--- src/rtl/fetch_unit_if.sv ---
`default_nettype none
// ============================================================================
//  Module      : fetch_unit_if
//  Description : Instruction-memory request/response bus between the fetch
//                unit (master) and instruction memory (slave).
//  Revision    : 1.0 - initial release
// ============================================================================
interface fetch_unit_if;
    logic        imem_req;
    logic [31:0] imem_addr;
    logic        imem_gnt;
    logic        imem_rvalid;
    logic [31:0] imem_rdata;

    modport master (
        output imem_req,
        output imem_addr,
        input  imem_gnt,
        input  imem_rvalid,
        input  imem_rdata
    );

    modport slave (
        input  imem_req,
        input  imem_addr,
        output imem_gnt,
        output imem_rvalid,
        output imem_rdata
    );
endinterface
`default_nettype wire

--- src/rtl/fetch_unit.sv ---
`default_nettype none
// ============================================================================
//  Module      : fetch_unit
//  Description : Instruction fetch stage. One outstanding memory request,
//                a one-entry hold buffer for words returning under stall,
//                and a drain state that swallows a response killed by flush.
//                Drives the IF/ID pipeline register.
//  Revision    : 1.0 - initial release
// ============================================================================
module fetch_unit #(
    parameter logic [31:0] RESET_PC = 32'h0000_3000
) (
    input  wire logic        clk,
    input  wire logic        rst_n,
    input  wire logic [31:0] npc,
    output logic      [31:0] pc,
    input  wire logic        stall,
    input  wire logic        flush,
    fetch_unit_if.master     imem,
    output logic      [31:0] instr,
    output logic      [31:0] instr_pc,
    output logic             instr_valid
);

    typedef enum logic [2:0] {
        S_IDLE  = 3'd0,
        S_REQ   = 3'd1,
        S_WAIT  = 3'd2,
        S_HOLD  = 3'd3,
        S_DRAIN = 3'd4
    } state_t;

    state_t      state_q, state_d;
    logic [31:0] pc_q, pc_d;
    logic [31:0] instr_q, instr_d;
    logic [31:0] instr_pc_q, instr_pc_d;
    logic        instr_valid_q, instr_valid_d;
    logic [31:0] hold_instr_q, hold_instr_d;
    logic [31:0] hold_pc_q, hold_pc_d;

    logic        w_deliver;
    logic [31:0] w_deliver_instr;
    logic [31:0] w_deliver_pc;

    // State register and datapath registers, asynchronously reset
    always_ff @(posedge clk or negedge rst_n) begin
        if (!rst_n) begin
            state_q       <= S_IDLE;
            pc_q          <= RESET_PC;
            instr_q       <= 32'd0;
            instr_pc_q    <= 32'd0;
            instr_valid_q <= 1'b0;
            hold_instr_q  <= 32'd0;
            hold_pc_q     <= 32'd0;
        end else begin
            state_q       <= state_d;
            pc_q          <= pc_d;
            instr_q       <= instr_d;
            instr_pc_q    <= instr_pc_d;
            instr_valid_q <= instr_valid_d;
            hold_instr_q  <= hold_instr_d;
            hold_pc_q     <= hold_pc_d;
        end
    end

    // Next-state, PC advance, hold-buffer capture and IF/ID update
    always_comb begin
        state_d         = state_q;
        pc_d            = pc_q;
        instr_d         = instr_q;
        instr_pc_d      = instr_pc_q;
        instr_valid_d   = instr_valid_q;
        hold_instr_d    = hold_instr_q;
        hold_pc_d       = hold_pc_q;
        w_deliver       = 1'b0;
        w_deliver_instr = imem.imem_rdata;
        w_deliver_pc    = pc_q;

        case (state_q)
            S_IDLE: begin
                state_d = S_REQ;
            end
            S_REQ: begin
                // A grant coinciding with flush is ignored: the request
                // is re-issued at the redirected address.
                if (!flush && imem.imem_gnt) begin
                    state_d = S_WAIT;
                end
            end
            S_WAIT: begin
                if (flush) begin
                    state_d = imem.imem_rvalid ? S_REQ : S_DRAIN;
                end else if (imem.imem_rvalid) begin
                    if (stall) begin
                        hold_instr_d = imem.imem_rdata;
                        hold_pc_d    = pc_q;
                        state_d      = S_HOLD;
                    end else begin
                        w_deliver = 1'b1;
                        pc_d      = npc;
                        state_d   = S_REQ;
                    end
                end
            end
            S_HOLD: begin
                w_deliver_instr = hold_instr_q;
                w_deliver_pc    = hold_pc_q;
                if (flush) begin
                    state_d = S_REQ;
                end else if (!stall) begin
                    w_deliver = 1'b1;
                    pc_d      = npc;
                    state_d   = S_REQ;
                end
            end
            S_DRAIN: begin
                // The killed response may land in the same cycle as a second
                // flush; it still completes the drain, else we would wait
                // forever for a response that is never coming.
                if (imem.imem_rvalid) begin
                    state_d = S_REQ;
                end
            end
            default: begin
                state_d = S_IDLE;
            end
        endcase

        // Redirect overrides any PC advance chosen above
        if (flush) begin
            pc_d = npc;
        end

        // IF/ID: flush bubbles, stall freezes, otherwise deliver or bubble
        if (flush) begin
            instr_valid_d = 1'b0;
        end else if (!stall) begin
            instr_valid_d = w_deliver;
            if (w_deliver) begin
                instr_d    = w_deliver_instr;
                instr_pc_d = w_deliver_pc;
            end
        end
    end

    assign imem.imem_req  = (state_q == S_REQ);
    assign imem.imem_addr = pc_q;
    assign pc             = pc_q;
    assign instr          = instr_q;
    assign instr_pc       = instr_pc_q;
    assign instr_valid    = instr_valid_q;

endmodule
`default_nettype wire

--- src/flat_wrapper.sv ---
// flat-port wrapper written by rule: the top's interface ports become plain ports
module fetch_unit_flat 
#(
    parameter logic [31:0] RESET_PC = 32'h0000_3000
)
  (clk, rst_n, npc, pc, stall, flush, instr, instr_pc, instr_valid, imem_imem_req, imem_imem_addr, imem_imem_gnt, imem_imem_rvalid, imem_imem_rdata);
  fetch_unit_if imem_i ();
  input  wire logic clk;
  input  wire logic rst_n;
  input  wire logic [31:0] npc;
  output logic      [31:0] pc;
  input  wire logic stall;
  input  wire logic flush;
  output logic      [31:0] instr;
  output logic      [31:0] instr_pc;
  output logic instr_valid;
  output wire logic [$bits(imem_i.imem_req)-1:0] imem_imem_req;
  output wire logic [$bits(imem_i.imem_addr)-1:0] imem_imem_addr;
  input wire logic [$bits(imem_i.imem_gnt)-1:0] imem_imem_gnt;
  input wire logic [$bits(imem_i.imem_rvalid)-1:0] imem_imem_rvalid;
  input wire logic [$bits(imem_i.imem_rdata)-1:0] imem_imem_rdata;
  assign imem_imem_req = imem_i.imem_req;
  assign imem_imem_addr = imem_i.imem_addr;
  assign imem_i.imem_gnt = imem_imem_gnt;
  assign imem_i.imem_rvalid = imem_imem_rvalid;
  assign imem_i.imem_rdata = imem_imem_rdata;
  fetch_unit #(.RESET_PC(RESET_PC)) u_core (.clk(clk), .rst_n(rst_n), .npc(npc), .pc(pc), .stall(stall), .flush(flush), .imem(imem_i), .instr(instr), .instr_pc(instr_pc), .instr_valid(instr_valid));
endmodule
--- config.mk ---
export PLATFORM = sky130hd
export DESIGN_NAME = fetch_unit_flat
export DESIGN_NICKNAME = d
export VERILOG_FILES = /design/src/rtl/fetch_unit_if.sv /design/src/rtl/fetch_unit.sv /design/src/flat_wrapper.sv
export SDC_FILE = /design/constraint.sdc
export NUM_CORES = 1
export LEC_CHECK = 0
export ABC_AREA = 1
export ABC_CLOCK_PERIOD_IN_PS = 1520
export CAP_MARGIN = 20
export CORE_AREA = 5 5 145 147
export CTS_BUF_LIST = sky130_fd_sc_hd__clkbuf_8
export DETAILED_ROUTE_END_ITERATION = 16
export DIE_AREA = 0 0 150 152
export PLACE_DENSITY_LB_ADDON = 0.05
export SYNTH_ARGS = -nofsm -noshare
export SYNTH_HDL_FRONTEND = slang
export SYNTH_SLANG_ARGS = --single-unit
--- constraint.sdc ---
create_clock -name clk -period 1.52 [get_ports clk]
set_input_delay 0.304 -clock clk [delete_from_list [all_inputs] [get_ports clk]]
set_output_delay 0.304 -clock clk [all_outputs]
set_load 0.05 [all_outputs]
==> impl_metrics.py, run 1 <==
metrics = {
    "pwr": {
        "p_seq_share_pct": 29.1,
        "power_switching_uw": 11500,
        "netSwitchingFraction_pct": 42.8,
        "clkPwrFrac_pct": 13.0,
        "p_leak_uw": 0.00618,
        "p_per_area_nw_per_um2": 2140,
        "p_int_uw": 15300,
        "ir_drop_mv": 0.952,
        "p_comb_share_pct": 57.9,
    },
    "critical_path": {
        "r2r_slack_ps": -60,
        "crit_required_ps": 1840,
        "cp-endpoint": "u_core.hold_pc_q[4]$_DFFE_PN0P_",
        "cp_data_arrival_time_ps": 1900,
        "cp-startpoint": "u_core.state_q[0]$_DFFE_PN0P_",
        "critPathKind": "flop to flop",
        "rr_endpoint": "u_core.hold_pc_q[4]$_DFFE_PN0P_",
        "crit_path_max_fanout": 14,
        "end_kind": "flop",
        "worstSetupStartpointType": "flop",
        "r2r.worst_path.cells": 9,
        "worstReg2RegStart": "u_core.state_q[0]$_DFFE_PN0P_",
    },
    "hold_path": {
        "hold_class": "primary input to flop",
    },
    "logic_synthesis": {
        "syn_area_um2": 7340,
        "synthDistinctLibCells": 19,
        "avgSynthCellArea_um2": 8.16,
        "synth_seq_cells": 164,
        "synth_area_leader_cell": "dfrtp_1",
        "yosys_warnings": 0,
        "ys.flop_type": "dfrtp_1",
        "synth_common_cells": "399 x nand2_1, 162 x dfrtp_1, 85 x o21ai_0, 68 x inv_1, 53 x buf_4",
        "synth.area.top_cells": "dfrtp_1 55%, nand2_1 20%, o21ai_0 5.8%",
        "synthCells": 900,
        "synth_most_common_cell": "nand2_1",
        "seq_area_frac_synth_pct": 55.9,
        "synth_edf_count": 0,
        "synth_top_area_share_pct": 55.2,
        "async_reset_ff_share_pct": 100,
        "synth_nets": 970,
    },
    "status": {
        "status": "finished with violations",
        "violations": "setup timing",
    },
    "sta": {
        "timing.hold.ws_ps": 378,
        "setup_ws_ps": -60.7,
        "finalMaxSlewViolations": 0,
        "setup_viol": 89,
        "fin_crit_ps": 1580,
        "fmax_mhz": 633,
        "fin_setup_tns_ps": -1700,
        "slew_headroom_pct": 75.9,
        "worst_pin_slew_ps": 361,
        "finClkSkew_ps": 12.0,
        "rsz0062_at_grt": "yes",
        "hold_viol": 0,
        "timing.final.crit_share_pct": 104,
    },
    "layout": {
        "nNetsFinal": 1182,
        "synthToLayoutAreaGrowth_pct": 70.7,
        "utilization_pct": 63.4,
        "drive_gt1_share_pct": 30.6,
        "finalInstanceArea_um2": 12500,
        "n_antenna_cell": 0,
    },
    "routing": {
        "dr_total_vias": 6586,
        "drt_wl_total_um": 23400,
        "drtIter0Drc": 344,
        "drc_errors": 0,
        "first_pass_iters": 6,
        "via_per_inst": 4.72,
        "drt.antenna.violating_nets": 0,
        "wl_per_cell_um": 16.8,
    },
    "die": {
        "ios": 200,
        "core_area_um2": 19800,
        "die_area_um2": 22800,
        "row_count": 52,
        "initial_utilization_pct": 37.1,
        "chipWidth_um": 150,
        "die_h_um": 152,
    },
    "clock_network": {
        "cts_tree": "yes",
        "clockBufferDepth": 2,
        "clkTransAtPathRegs_ps": 90,
        "h-tree-depth": 4,
        "clk_latency_ps": 440,
        "cts_root_buffer": "clkbuf_8",
        "cts_sinks": 164,
        "cts_buffers": 17,
    },
    "placed_design": {
        "finalWeightedCongestion": 0.799,
        "place_ws_ps": -236,
        "io_buffer_count": 199,
        "dpl.hpwl_um": 13300,
        "placed_area_um2": 10900,
    },
    "global_routing": {
        "grt_pass1_wl_um": 31800,
        "grt_use_total_pct": 17.3,
        "antenna_found_initial": 0,
        "grt_max_degree": 73,
        "grt-ovfl-total": 0,
        "grt_pass1_vias": 6076,
    },
    "run": {
        "cap_violations": 0,
    },
}
## worst max-delay path, stage by stage (launching register included)
cell and delay (ps):
dfrtp_1 400, buf_6 130, buf_6 130, buf_12 120, nor2_4 100, nand3_4 90
buf_12 160, clkbuf_16 180, nand2_1 60, o21ai_0 90
## repair_timing
item	CTS	global route
endpoints found under the setup margin	8	169
hold buffers	1	0
setup buffers	7	8
hold endpoints to repair	162	0
resized for setup	9	184
gates cloned	0	31
pin swaps	2	78
## power groups by stage
| stage | combinational (uW) | clock (uW) | sequential (uW) |
|---|---|---|---|
| after CTS | 13300 | 3570 | 7690 |
| after global routing | 16400 | 3750 | 8050 |
| after global placement | 13000 | 0 | 7730 |
| final | 15600 | 3480 | 7820 |
| after detailed placement | 13100 | 0 | 7770 |
| after floorplan | 4030 | 0 | 10200 |
## cell usage in the layout, fill, tap and decap left out, types with 2 or more instances in the layout
master | netlist | final
nand2_1 | 399 | 346
dfrtp_1 | 162 | 161
buf_12 | 0 | 146
o21ai_1 | 43 | 74
inv_1 | 68 | 69
clkdlybuf4s50_1 | 0 | 68
nand2_2 | 2 | 44
nand3_1 | 37 | 36
o21ai_2 | 1 | 35
buf_4 | 53 | 21
clkbuf_16 | 0 | 20
o21ai_0 | 85 | 19
clkbuf_8 | 0 | 18
buf_6 | 0 | 13
nand2_4 | 0 | 11
inv_2 | 3 | 4
nor2_4 | 0 | 4
nor2_1 | 7 | 4
clkinv_4 | 0 | 4
bufinv_16 | 0 | 4
buf_8 | 0 | 4
buf_16 | 0 | 4
o21bai_1 | 2 | 2
clkinvlp_4 | 0 | 2
clkinv_2 | 0 | 2
dfstp_2 | 2 | 2
## cells by family after synthesis
group                  share of synthesized area [%]
DFF                                             55.9
AOI/OAI and AO/OA                               9.12
buffers and inverters                           11.0
and+or+nand+nor                                 23.9
## state kept, by name, indices dropped and copies added, names as in the netlist
signal,flops
u_core.hold_instr_q,32
u_core.hold_pc_q,32
u_core.instr_valid,1
u_core.state_q,3
u_core.instr_pc,32
u_core.instr,32
u_core.imem.imem_addr,32
## stage by stage
step	instances	total power, uW
6_report	1395	26800
5_1_grt	1395	28200
4_1_cts	1356	24600
3_5_place_dp	1316	20800
3_3_place_gp	1316	20700
2_1_floorplan	900	14200
## final cells by class
class / instances / area, um2
fill: 1661 / 7250
clock inverter: 14 / 188
inverter: 71 / 267
clock buffer: 18 / 248
sequential: 164 / 4110
tap: 270 / 338
timing repair buffer: 277 / 4590
multi-input combinational: 581 / 2800
## per-layer routing
| metal | vias to the layer above | GRT usage (%) | share of wire (%) |
|---|---|---|---|
| met3 | 28 | 5.21 | 7.0 |
| met5 | - | 0 | 0 |
| met4 | 0 | 5.01 | 1.7 |
| li1 | 3212 | - | - |
| met1 | 3143 | 22.1 | 41 |
| met2 | 203 | 28.4 | 50 |
## how the worst min path moves through the flow
| stage | start | endpoint | slack (ps) | depth (start not counted) |
|---|---|---|---|---|
| final | npc[13] | u_core.imem.imem_addr[13]$_DFFE_PN1P_ | 380 | 3 |
| after global routing | npc[13] | u_core.imem.imem_addr[13]$_DFFE_PN1P_ | 380 | 3 |
| after CTS | npc[12] | u_core.imem.imem_addr[12]$_DFFE_PN1P_ | 350 | 3 |
| after detailed placement | rst_n | u_core.instr[16]$_DFFE_PN0P_ | 310 | 2 |
| after global placement | rst_n | u_core.instr[16]$_DFFE_PN0P_ | 320 | 2 |
| after floorplan | rst_n | u_core.hold_instr_q[0]$_DFFE_PN0P_ | 8 | 0 |
No activity file was read; power rests on OpenSTA's default activity.
==> run 2, diff against run 1 <==
TNS_END_PERCENT = 50   (was unset)
==> impl_metrics.py, run 2 (synthesized netlist as in run 1, its figures left out) <==
metrics = {
    "status": {
        "status": "finished with violations",
        "violations": "setup timing",
    },
    "routing": {
        "via_per_inst": 4.71,
        "wl_per_cell_um": 16.7,
        "drt_wl_total_um": 23300,
        "drt.antenna.violating_nets": 0,
        "drc_errors": 0,
        "dr_total_vias": 6567,
        "first_pass_iters": 5,
        "drtIter0Drc": 373,
    },
    "pwr": {
        "ir_drop_mv": 0.951,
        "p_per_area_nw_per_um2": 2140,
        "p_leak_uw": 0.00617,
        "netSwitchingFraction_pct": 42.9,
        "p_comb_share_pct": 57.7,
        "p_int_uw": 15300,
        "clkPwrFrac_pct": 13.0,
        "p_seq_share_pct": 29.2,
        "power_switching_uw": 11500,
    },
    "hold_path": {
        "hold_depth": 3,
        "hold_class": "primary input to flop",
        "hold_path_end": "u_core.imem.imem_addr[13]$_DFFE_PN1P_",
        "hold_start": "npc[13]",
    },
    "clock_network": {
        "h-tree-depth": 4,
        "clkTransAtPathRegs_ps": 90,
        "cts_root_buffer": "clkbuf_8",
        "clockBufferDepth": 2,
        "cts_sinks": 164,
        "clk_latency_ps": 440,
        "cts_buffers": 17,
        "cts_tree": "yes",
    },
    "global_routing": {
        "use_met1_pct": 22.1,
        "antenna_found_initial": 0,
        "grt_use_total_pct": 17.3,
        "grt_pass1_vias": 6078,
        "grt_max_degree": 73,
        "grt-ovfl-total": 0,
        "use_met2_pct": 28.4,
        "globalRouteMet3Util_pct": 5.21,
        "grt_busiest_layer": "met2",
        "grt_pass1_wl_um": 31800,
    },
    "critical_path": {
        "worstReg2RegStart": "u_core.state_q[0]$_DFFE_PN0P_",
        "crit_path_max_incr_delay_ps": 400,
        "crit_slowest_cell": "dfrtp_1",
        "path_depth": 9,
        "critical-path-top-delay-family": "buffers and inverters",
        "rr_endpoint": "u_core.hold_pc_q[4]$_DFFE_PN0P_",
        "end_kind": "flop",
        "crit_path_max_fanout": 14,
        "crit_required_ps": 1840,
        "worstSetupStartpointType": "flop",
        "r2r.worst_path.cells": 9,
        "r2r_slack_ps": -60,
        "worstPathBufferInverterCount": 5,
        "critPathKind": "flop to flop",
        "cp_data_arrival_time_ps": 1910,
        "path_cells": "buf_6 -> buf_6 -> buf_12 -> nor2_4 -> nand3_4 -> buf_12 -> clkbuf_16 -> nand2_1 -> o21ai_0",
    },
    "sta": {
        "rsz0062_at_grt": "yes",
        "timing.hold.ws_ps": 378,
        "finalMaxSlewViolations": 0,
        "fin_crit_ps": 1580,
        "fmax_mhz": 631,
        "finClkSkew_ps": 11.9,
        "setup_viol": 95,
        "worst_pin_slew_ps": 357,
        "timing.final.crit_share_pct": 104,
        "hold_viol": 0,
        "fin_setup_tns_ps": -1880,
        "setup_ws_ps": -64.5,
        "slew_headroom_pct": 76.2,
    },
    "placed_design": {
        "placed_area_um2": 10900,
        "dpl.hpwl_um": 13300,
        "io_buffer_count": 199,
        "finalWeightedCongestion": 0.799,
        "place_inst": 1316,
    },
    "layout": {
        "n_antenna_cell": 0,
        "synthToLayoutAreaGrowth_pct": 70.2,
        "drive_gt1_share_pct": 30.3,
        "final_common_cell": "nand2_1",
        "finalInstanceArea_um2": 12500,
        "fillers": 1664,
        "final_cells": 1394,
        "nNetsFinal": 1181,
        "final_cell_mix": "344 x nand2_1, 161 x dfrtp_1, 146 x buf_12",
    },
    "die": {
        "die_h_um": 152,
        "initial_utilization_pct": 37.1,
        "ios": 200,
        "core_area_um2": 19800,
        "die_area_um2": 22800,
        "chipWidth_um": 150,
        "row_count": 52,
    },
    "run": {
        "cap_violations": 0,
    },
}
-- run 2: worst max-delay path by stage --
| stage | from | endpoint |
|---|---|---|
| 3_5_place_dp | stall | u_core.hold_instr_q[22]$_DFFE_PN0P_ |
| 3_3_place_gp | stall | u_core.hold_instr_q[20]$_DFFE_PN0P_ |
| 4_1_cts | u_core.state_q[1]$_DFFE_PN0P_ | imem_imem_req |
| 6_report | u_core.state_q[0]$_DFFE_PN0P_ | u_core.hold_pc_q[4]$_DFFE_PN0P_ |
| 5_1_grt | u_core.state_q[0]$_DFFE_PN0P_ | u_core.hold_pc_q[4]$_DFFE_PN0P_ |
| 2_1_floorplan | u_core.state_q[1]$_DFFE_PN0P_ | imem_imem_req |
-- run 2: through the flow --
step | setup slack, ps | util [%] | power [uW]
2_1_floorplan | 15.9 | - | 14200
3_3_place_gp | -222 | 55.0 | 20700
3_5_place_dp | -236 | 55.0 | 20800
4_1_cts | -48.8 | 57.6 | 24500
5_1_grt | -103 | 63.2 | 28100
6_report | -64.5 | 63.2 | 26700
-- run 2: repair_timing --
| action | in CTS | in global routing |
|---|---|---|
| buffers inserted | 7 | 8 |
| resized for setup | 8 | 182 |
| hold endpoints to repair | 162 | 0 |
| cloned | 0 | 30 |
| pin swaps | 2 | 67 |
| endpoints found under the setup margin | 8 | 169 |
| hold buffers | 1 | 0 |
-- run 2: worst reg2reg max path, delay by kind of cell, from the launching register on --
| family | cells | cell delay, ps |
|---|---|---|
| flip-flops | 1 | 400 |
| AO/OA/AOI/OAI | 1 | 90 |
| buffers and inverters | 5 | 730 |
| AND/OR/NAND/NOR | 3 | 250 |
-- run 2: power groups by stage --
stage	clock network, uW	registers, uW	logic, uW
floorplan	0	10200	4030
global placement	0	7730	13000
detailed placement	0	7770	13100
CTS	3570	7690	13300
global route	3750	8060	16300
finish	3490	7820	15400
-- run 2: routing by layer --
layer	part of all wire [%]	routed length, um
met2	50	11600
met5	0	0
met4	2.1	487
met3	6.5	1510
met1	42	9730
-- run 2: area by class of cell --
type / count / area (um2) / share of cell area [%]
Sequential cell: 164 / 4110 / 32.9
Timing Repair Buffer: 276 / 4560 / 36.5
Clock buffer: 18 / 248 / 1.98
Tap cell: 270 / 338 / 2.70
Multi-Input combinational cell: 581 / 2790 / 22.3
Inverter: 71 / 267 / 2.13
Clock inverter: 14 / 188 / 1.50
